[config.mk]
export PLATFORM = sky130hd
export DESIGN_NAME = seg7_scan_ctrl_flat
export DESIGN_NICKNAME = d
export VERILOG_FILES = /design/src/rtl/seg7_scan_ctrl_if.sv /design/src/rtl/seg7_scan_ctrl.sv /design/src/flat_wrapper.sv
export SDC_FILE = /design/constraint.sdc
export NUM_CORES = 1
export LEC_CHECK = 0
export ABC_CLOCK_PERIOD_IN_PS = 3700
export CORE_AREA = 2 2 90 92
export CTS_CLUSTER_DIAMETER = 100
export DETAILED_ROUTE_END_ITERATION = 6
export DIE_AREA = 0 0 92 94
export PLACE_DENSITY = 0.64
export SYNTH_ARGS = -nofsm -noshare
export SYNTH_HDL_FRONTEND = slang
export SYNTH_SLANG_ARGS = --single-unit
[constraint.sdc]
create_clock -name clk -period 3.7 [get_ports clk]
set_input_delay 0.555 -clock clk [delete_from_list [all_inputs] [get_ports clk]]
set_output_delay 0.555 -clock clk [all_outputs]
set_load 0.05 [all_outputs]
[src/rtl/seg7_scan_ctrl_if.sv]
// Bus between the scan controller and its host: enable and load controls,
// the BCD payload, and the registered digit-drive and status outputs.
interface seg7_scan_ctrl_if #(
    parameter int unsigned N = 4
);
    logic           enable;
    logic           load;
    logic [4*N-1:0] data;
    logic           lzs_en;
    logic [3:0]     bcd;
    logic [N-1:0]   digit_en;
    logic           pending;
    logic           frame_done;

    modport master (
        output enable, load, data, lzs_en,
        input  bcd, digit_en, pending, frame_done
    );

    modport slave (
        input  enable, load, data, lzs_en,
        output bcd, digit_en, pending, frame_done
    );
endinterface

[src/rtl/seg7_scan_ctrl.sv]
// Multiplexed 7-segment scan controller. Each digit slot begins with a short
// blanking window and then drives one active-low digit select. A new value is
// held in a shadow register and moved to the displayed register only at the
// end of a frame, so a frame never shows a mix of old and new digits.
module seg7_scan_ctrl #(
    parameter int unsigned N        = 4,
    parameter int unsigned PRESCALE = 1000,
    parameter int unsigned DEAD     = 4
) (
    input  logic            clk,
    input  logic            nreset,
    seg7_scan_ctrl_if.slave bus
);
    localparam int unsigned CW = (PRESCALE > 1) ? $clog2(PRESCALE) : 1;
    localparam int unsigned IW = (N > 1) ? $clog2(N) : 1;
    localparam int unsigned DW = 4 * N;

    typedef enum logic [1:0] {
        ST_OFF  = 2'd0,
        ST_DEAD = 2'd1,
        ST_ON   = 2'd2
    } state_t;

    state_t          r_state,        w_state_nxt;
    logic [CW-1:0]   r_cnt,          w_cnt_nxt;
    logic [IW-1:0]   r_idx,          w_idx_nxt;
    logic [DW-1:0]   r_active,       w_active_nxt;
    logic [DW-1:0]   r_shadow,       w_shadow_nxt;
    logic            r_active_lzs,   w_active_lzs_nxt;
    logic            r_shadow_lzs,   w_shadow_lzs_nxt;
    logic            r_pending,      w_pending_nxt;
    logic            r_frame_done,   w_frame_done_nxt;
    logic [N-1:0]    r_digit_en,     w_digit_en_nxt;
    logic [3:0]      r_bcd,          w_bcd_nxt;
    logic            w_wrap;

    // Code for digit k: invalid nibbles and suppressed leading zeros go blank.
    function automatic logic [3:0] digit_code(input logic [DW-1:0] val,
                                              input logic          lzs,
                                              input logic [IW-1:0] k);
        logic       upper_zero;
        logic [3:0] nib;
        digit_code = 4'hF;
        upper_zero = 1'b1;
        for (int i = int'(N) - 1; i >= 0; i--) begin
            nib = val[4*i +: 4];
            if (nib != 4'h0) upper_zero = 1'b0;
            if (IW'(i) == k) begin
                if (nib > 4'd9)                          digit_code = 4'hF;
                else if (lzs && (i != 0) && upper_zero)  digit_code = 4'hF;
                else                                     digit_code = nib;
            end
        end
    endfunction

    // State, counters, value registers and registered outputs.
    always_ff @(posedge clk or negedge nreset) begin
        if (!nreset) begin
            r_state      <= ST_OFF;
            r_cnt        <= '0;
            r_idx        <= '0;
            r_active     <= '1;
            r_shadow     <= '1;
            r_active_lzs <= 1'b0;
            r_shadow_lzs <= 1'b0;
            r_pending    <= 1'b0;
            r_frame_done <= 1'b0;
            r_digit_en   <= '1;
            r_bcd        <= 4'hF;
        end else begin
            r_state      <= w_state_nxt;
            r_cnt        <= w_cnt_nxt;
            r_idx        <= w_idx_nxt;
            r_active     <= w_active_nxt;
            r_shadow     <= w_shadow_nxt;
            r_active_lzs <= w_active_lzs_nxt;
            r_shadow_lzs <= w_shadow_lzs_nxt;
            r_pending    <= w_pending_nxt;
            r_frame_done <= w_frame_done_nxt;
            r_digit_en   <= w_digit_en_nxt;
            r_bcd        <= w_bcd_nxt;
        end
    end

    // Next-state, slot sequencing, shadow/active transfer and output values.
    always_comb begin
        w_state_nxt      = r_state;
        w_cnt_nxt        = r_cnt;
        w_idx_nxt        = r_idx;
        w_wrap           = 1'b0;
        w_active_nxt     = r_active;
        w_shadow_nxt     = r_shadow;
        w_active_lzs_nxt = r_active_lzs;
        w_shadow_lzs_nxt = r_shadow_lzs;
        w_pending_nxt    = r_pending;
        w_frame_done_nxt = 1'b0;
        w_digit_en_nxt   = '1;
        w_bcd_nxt        = 4'hF;

        case (r_state)
            ST_OFF: begin
                w_cnt_nxt = '0;
                w_idx_nxt = '0;
                if (bus.enable) w_state_nxt = ST_DEAD;
            end
            ST_DEAD: begin
                if (!bus.enable) begin
                    w_state_nxt = ST_OFF;
                    w_cnt_nxt   = '0;
                    w_idx_nxt   = '0;
                end else begin
                    w_cnt_nxt = r_cnt + CW'(1);
                    if (r_cnt == CW'(DEAD - 1)) w_state_nxt = ST_ON;
                end
            end
            ST_ON: begin
                if (!bus.enable) begin
                    w_state_nxt = ST_OFF;
                    w_cnt_nxt   = '0;
                    w_idx_nxt   = '0;
                end else if (r_cnt == CW'(PRESCALE - 1)) begin
                    w_state_nxt = ST_DEAD;
                    w_cnt_nxt   = '0;
                    if (r_idx == IW'(N - 1)) begin
                        w_idx_nxt = '0;
                        w_wrap    = 1'b1;
                    end else begin
                        w_idx_nxt = r_idx + IW'(1);
                    end
                end else begin
                    w_cnt_nxt = r_cnt + CW'(1);
                end
            end
            default: begin
                w_state_nxt = ST_OFF;
                w_cnt_nxt   = '0;
                w_idx_nxt   = '0;
            end
        endcase

        // A load always lands in the shadow; a load on the wrap edge bypasses it.
        if (bus.load) begin
            w_shadow_nxt     = bus.data;
            w_shadow_lzs_nxt = bus.lzs_en;
        end
        if (w_wrap) begin
            if (bus.load) begin
                w_active_nxt     = bus.data;
                w_active_lzs_nxt = bus.lzs_en;
            end else if (r_pending) begin
                w_active_nxt     = r_shadow;
                w_active_lzs_nxt = r_shadow_lzs;
            end
            w_pending_nxt = 1'b0;
        end else if (bus.load) begin
            w_pending_nxt = 1'b1;
        end
        w_frame_done_nxt = w_wrap;

        if (w_state_nxt == ST_ON) w_digit_en_nxt = ~(N'(1) << w_idx_nxt);
        if (w_state_nxt != ST_OFF)
            w_bcd_nxt = digit_code(w_active_nxt, w_active_lzs_nxt, w_idx_nxt);
    end

    assign bus.bcd        = r_bcd;
    assign bus.digit_en   = r_digit_en;
    assign bus.pending    = r_pending;
    assign bus.frame_done = r_frame_done;
endmodule

[src/flat_wrapper.sv]
// flat-port wrapper written by rule: the top's interface ports become plain ports
module seg7_scan_ctrl_flat 
#(
    parameter int unsigned N        = 4,
    parameter int unsigned PRESCALE = 1000,
    parameter int unsigned DEAD     = 4
)
  (clk, nreset, bus_enable, bus_load, bus_data, bus_lzs_en, bus_bcd, bus_digit_en, bus_pending, bus_frame_done);
  seg7_scan_ctrl_if #(.N(N)) bus_i ();
  input  logic clk;
  input  logic nreset;
  input wire logic [$bits(bus_i.enable)-1:0] bus_enable;
  input wire logic [$bits(bus_i.load)-1:0] bus_load;
  input wire logic [$bits(bus_i.data)-1:0] bus_data;
  input wire logic [$bits(bus_i.lzs_en)-1:0] bus_lzs_en;
  output wire logic [$bits(bus_i.bcd)-1:0] bus_bcd;
  output wire logic [$bits(bus_i.digit_en)-1:0] bus_digit_en;
  output wire logic [$bits(bus_i.pending)-1:0] bus_pending;
  output wire logic [$bits(bus_i.frame_done)-1:0] bus_frame_done;
  assign bus_i.enable = bus_enable;
  assign bus_i.load = bus_load;
  assign bus_i.data = bus_data;
  assign bus_i.lzs_en = bus_lzs_en;
  assign bus_bcd = bus_i.bcd;
  assign bus_digit_en = bus_i.digit_en;
  assign bus_pending = bus_i.pending;
  assign bus_frame_done = bus_i.frame_done;
  seg7_scan_ctrl #(.N(N), .PRESCALE(PRESCALE), .DEAD(DEAD)) u_core (.clk(clk), .nreset(nreset), .bus(bus_i));
endmodule
# == Word level (Yosys, flattened, before mapping) ==
# Index checks and enable logic that the tools add are counted.
# word_totals
regBits,58
latchBits,0
mem_bits_rw,0
romBits,0
inputBits,21
output_inout_bits,10
wordCells,84
mem_count,0
# classes
add_sub_neg,2
mul,0
div_mod_pow,0
order_cmp,4
eq_ne,9
n_shift,1
n_mux,46
n_bitwise,1
reduce_logical,10
# ops
op,count
$mux 4,13
$mux 16,3
$mux 10,3
$pmux 10 s2,1
$mux 2,9
$gt 4x4->1 const B,4
$mux 1,15
$reduce_bool 4->1,3
$add 10x1->10 const B,1
$eq 10x10->1 const B,1
$eq 10x2->1 const B,1
$eq 2x2->1 const B,3
$pmux 2 s3,1
$eq 2x2->1 const A,2
$logic_not 2->1,2
$not 4->4,1
$pmux 2 s2,1
$reduce_bool 2->1,2
$shl 1x2->4 const A,1
$logic_and 1x1->1,3
$add 2x1->2 const B,1
$eq 1x2->1 const A,1
$eq 2x1->1 const B,1

# == Depth between registers and ports, before layout ==
# logic_depth
ltp_word,19
mapped_depth,12

# == Least setup slack after synthesis ==
# Ideal clock, no wire load.
# synth_timing
kind,reg2reg
startpoint,reg u_core.r_cnt[0]
endpoint,reg u_core.r_bcd[0] (netlist: u_core.bus.bcd[0])
arrival_time_ps,2889
required_time_ps,3612
path_slack_ps,723
path_stages_with_launch,10
path_buffers,1
period_less_slack_ps,2977
path_cell_list,dfrtp_1 -> ha_1 -> or3b_1 -> buf_2 -> nor4_4 -> mux2_4 -> nor3b_1 -> a2111oi_0 -> a311oi_1 -> or3_1
# synth_between
word_cells_on_any_way,48
# synth_rtl
item,line_no,source
start: declaration,seg7_scan_ctrl.sv:25,"logic [CW-1:0] r_cnt, w_cnt_nxt;"
start signal: assignment,seg7_scan_ctrl.sv:72,r_cnt <= w_cnt_nxt;
$eq 10x10->1 *,seg7_scan_ctrl.sv:121,end else if (r_cnt == CW'(PRESCALE - 1)) begin
$mux 1 *,seg7_scan_ctrl.sv:121,
$mux 1 *,seg7_scan_ctrl.sv:117,if (!bus.enable) begin
$mux 1 *,seg7_scan_ctrl.sv:100,case (r_state)
$mux 1 *,seg7_scan_ctrl.sv:146,if (w_wrap) begin
via u_core.w_active_lzs_nxt,seg7_scan_ctrl.sv:29,"logic r_active_lzs, w_active_lzs_nxt;"
$logic_and 1x1->1,seg7_scan_ctrl.sv:50,else if (lzs && (i != 0) && upper_zero) digit_code = 4'hF;
$mux 4,seg7_scan_ctrl.sv:50,
$mux 4,seg7_scan_ctrl.sv:49,if (nib > 4'd9) digit_code = 4'hF;
$mux 4 (2 in series),seg7_scan_ctrl.sv:48,if (IW'(i) == k) begin
$mux 4 * (2 in series),seg7_scan_ctrl.sv:48,
$mux 4 *,seg7_scan_ctrl.sv:161,if (w_state_nxt != ST_OFF)
via u_core.w_bcd_nxt[0],seg7_scan_ctrl.sv:34,"logic [3:0] r_bcd, w_bcd_nxt;"
end signal: assignment,seg7_scan_ctrl.sv:81,r_bcd <= w_bcd_nxt;
end: declaration,seg7_scan_ctrl.sv:34,
# Mark *: on every way through the listed nets, which the timed path passes. The rest lies on a longest branch. The select of a mux whose other input is x is not followed.
# A chain may end at the register's enable or synchronous reset.

# == Worst setup path after layout ==
# layout_timing
startpoint,reg u_core.r_cnt[0]
endpoint,reg u_core.r_bcd[2] (netlist: u_core.bus.bcd[2])
# layout_between
elab_chain_cells,18
word_cells_on_any_way,48
# layout_lines
item,line_no,source
$eq 10x10->1,seg7_scan_ctrl.sv:121,
$mux 1,seg7_scan_ctrl.sv:121,
$mux 1,seg7_scan_ctrl.sv:117,
$mux 1,seg7_scan_ctrl.sv:100,
$mux 16,seg7_scan_ctrl.sv:146,
$reduce_bool 4->1,seg7_scan_ctrl.sv:47,if (nib != 4'h0) upper_zero = 1'b0;
$mux 1,seg7_scan_ctrl.sv:47,
$mux 1,seg7_scan_ctrl.sv:161,
[... 2 more ...],-,
$mux 1,seg7_scan_ctrl.sv:47,
$mux 1,seg7_scan_ctrl.sv:161,
$logic_and 1x1->1,seg7_scan_ctrl.sv:50,
$mux 4,seg7_scan_ctrl.sv:50,
$mux 4,seg7_scan_ctrl.sv:49,
$mux 4 (2 in series),seg7_scan_ctrl.sv:48,
$mux 4 *,seg7_scan_ctrl.sv:161,
via u_core.w_bcd_nxt[2],seg7_scan_ctrl.sv:34,
# Marked as above.

==> flow_summary.ini <==
[final_layout]
multi_input_area_um2 = 1360
layout-drive-gt1-share_pct = 26.6
fillers = 717
num_antenna_cells = 0
fin_util_pct = 47.2
nets = 343
syn2layout_area_growth_pct = 21.3
regArea_um2 = 1500

[global_routing]
grtUsageMet3_pct = 3.93
antenna_found_initial = 0
grtUsageTotal_pct = 16.4
grt_overflow = 0
use_met1_pct = 22.8
grt_util_met2_pct = 24.0
top_usage_layer = met2
grt_pass1_wl_mm = 10.9
grt_max_degree = 35
grt_pass1_vias = 2150

[clock_tree]
ctsRootBufferMaster = clkbuf_8
cts_setup_buffers = 0
insertion_delay_ps = 340
cts_max_level = 3
post_cts_resized = 0
cts.sinks = 58
clockBufferDepth = 2
numCtsBuffers = 9
cts_tree = built
cts_hold_buffers = 0
clkTransAtPathRegs_ps = 60

[critical_path]
worstSetupPathType = reg2reg
timing.rr.start = u_core.r_cnt[0]$_DFF_PN0_
cp_max_fo = 10
ff2ff_setup_slack_ps = 360
r2r_cells = 9
critPathRequiredTime_ps = 3980
cp-end-kind = register
regToRegEndpoint = u_core.bus.bcd[2]$_DFF_PN1_
cp_data_arrival_time_ps = 3610
cp-start-kind = register

[routing]
drc = 0
vias = 2247
routed_wl_mm = 6.35
routedWlPerCell_um = 15.1
viasPerCell = 5.32
drtPass1Iterations = 4
ant_nets = 0
drtIter0Drc = 156

[sta]
drv_slew = 0
max_freq_ghz = 0.300
post-route-period-util_pct = 90.2
period_needed_ps = 3340
worst_pin_slew_ps = 552
fin_tns_setup_ps = 0
slew-limit-headroom_pct = 63.2
finClkSkew_ps = 5.81
hold_viol = 0
rsz0062_at_grt = no
finalSetupViolCount = 0

[synth]
synth.net_count = 309
synth_edf_count = 0
ys_seq_area_share_pct = 50.7
async_flop_share_pct = 100
ys.flop_type = dfstp_2
syn_area_um2 = 2960
ys_ff_latch = 58
synth_cells = 282
ys_types = 49
avgSynthCellArea_um2 = 10.5
ys_warn_count = 0

[die]
fp.dieH_um = 94
start_util_pct = 38.9
die_x_um = 92
io_pins = 31
coreArea_um2 = 7610
die-area_um2 = 8650
rows = 32

[power]
p_per_area_nw_per_um2 = 476
cellLeakagePower_uw = 0.00149
irDropWorstVdd_v = 0.000312
total_power_uw = 1710

[placed_design]
hpwlAfterDp_mm = 4.62
place_congestion = 0.884
io_buffers = 30

[run]
maxCapViolations = 0

[run_status]
status = finished, final reports clean

[worst_hold_path]
hold_path.class = in2async
-- stage by stage --
step                area, um^2  std cells  hold slack, ps  setup WS, ps
CTS                       3590        422             203           379
detailed placement        3370        407             485           367
global route              3590        422             229           166
finish                    3590        422             197           363
floorplan                 2960        282             259           723
global placement          3370        407             461           438
-- critical path, stage by stage (launching register included) --
cell and delay, ps:
dfrtp_1 390, ha_1 220, or3b_1 480, or4_1 800
o21ai_2 280, o211ai_4 120, nor4_4 330, nand4_1 170
a221oi_1 320, a311o_1 160
-- cell usage after synthesis (3+ instances only) --
library cell  number  area (um^2)
o21ai_0           19         95.1
ha_1               6         75.1
o22a_1             3         26.3
or4_1              5         37.5
mux2_2            19          214
xnor2_1            3         26.3
nand4_1            3         18.8
and3_1             5         31.3
o22ai_1            3         18.8
dfrtp_1           18          450
dfstp_2           40         1050
clkbuf_1           9         33.8
nor2_1            36          135
nor2b_1            3         18.8
nor3_1             3         15.0
nand2_1           15         56.3
a21oi_1            6         30.0
xor2_1             5         43.8
nand3_1           25          125
inv_1             13         48.8
mux2i_1            5         50.1
-- flip-flops by register name (all words and copies together) (netlist names) --
register / cells
u_core.bus.digit_en: 4
u_core.r_state: 2
u_core.bus.pending: 1
u_core.r_idx: 2
u_core.bus.bcd: 4
u_core.bus.frame_done: 1
u_core.r_cnt: 10
u_core.r_active: 16
u_core.r_shadow: 16
u_core.r_shadow_lzs: 1
u_core.r_active_lzs: 1
-- layout by cell type, fill, tap and decap left out, types with 2 or more instances in the layout --
cell type / n
a211oi_1: 2
a21oi_1: 6
a221oi_1: 2
a22oi_1: 2
a311o_1: 2
a311oi_1: 2
and3_1: 5
buf_4: 5
bufinv_16: 2
clkbuf_1: 2
clkbuf_8: 11
clkdlybuf4s50_1: 29
dfrtp_1: 18
dfstp_2: 40
ha_1: 6
inv_1: 13
mux2_2: 19
mux2i_1: 5
nand2_1: 15
nand2b_1: 2
nand3_1: 25
nand4_1: 3
nor2_1: 36
nor2b_1: 3
nor3_1: 3
nor4_4: 2
o211ai_1: 2
o21ai_0: 19
o21bai_1: 2
o22a_1: 3
o22ai_1: 3
or4_1: 5
xnor2_1: 3
xor2_1: 5
-- logic make-up after synthesis --
group,after synthesis,synth area share [%]
mux,25,9.43
buf+inv,25,3.25
xor+xnor,8,2.37
fa+ha+maj,6,2.54
flops,58,50.7
compound gates,55,13.7
simple gates,105,18.0
-- report_power, final --
part	switching (uW)	internal (uW)	total [uW]
clock	245	413	658
combinational	193	118	311
sequential	28.5	714	742
-- layout make-up --
class,count,area share [%]
multi-input combinational,199,37.9
timing repair buffer,35,9.27
clock buffer,13,4.42
sequential,58,41.8
tap,102,3.55
inverter,13,1.36
clock inverter,2,1.67
-- metal layers --
layer	wire length (um)	up-vias
met3	255	13
met1	3210	1102
met5	0	-
met4	145	0
met2	2750	47
li1	-	1085
-- worst max path at each step --
stage	start	to	slack, ps
after global placement	bus_enable	u_core.bus.bcd[2]$_DFF_PN1_	440
after CTS	u_core.r_cnt[0]$_DFF_PN0_	u_core.bus.bcd[2]$_DFF_PN1_	380
after floorplan	u_core.r_cnt[0]$_DFF_PN0_	u_core.bus.bcd[0]$_DFF_PN1_	720
after global routing	u_core.r_cnt[0]$_DFF_PN0_	u_core.bus.bcd[2]$_DFF_PN1_	170
final	u_core.r_cnt[0]$_DFF_PN0_	u_core.bus.bcd[2]$_DFF_PN1_	360
after detailed placement	bus_enable	u_core.bus.bcd[1]$_DFF_PN1_	370
(Power assumes the default switching activity.)
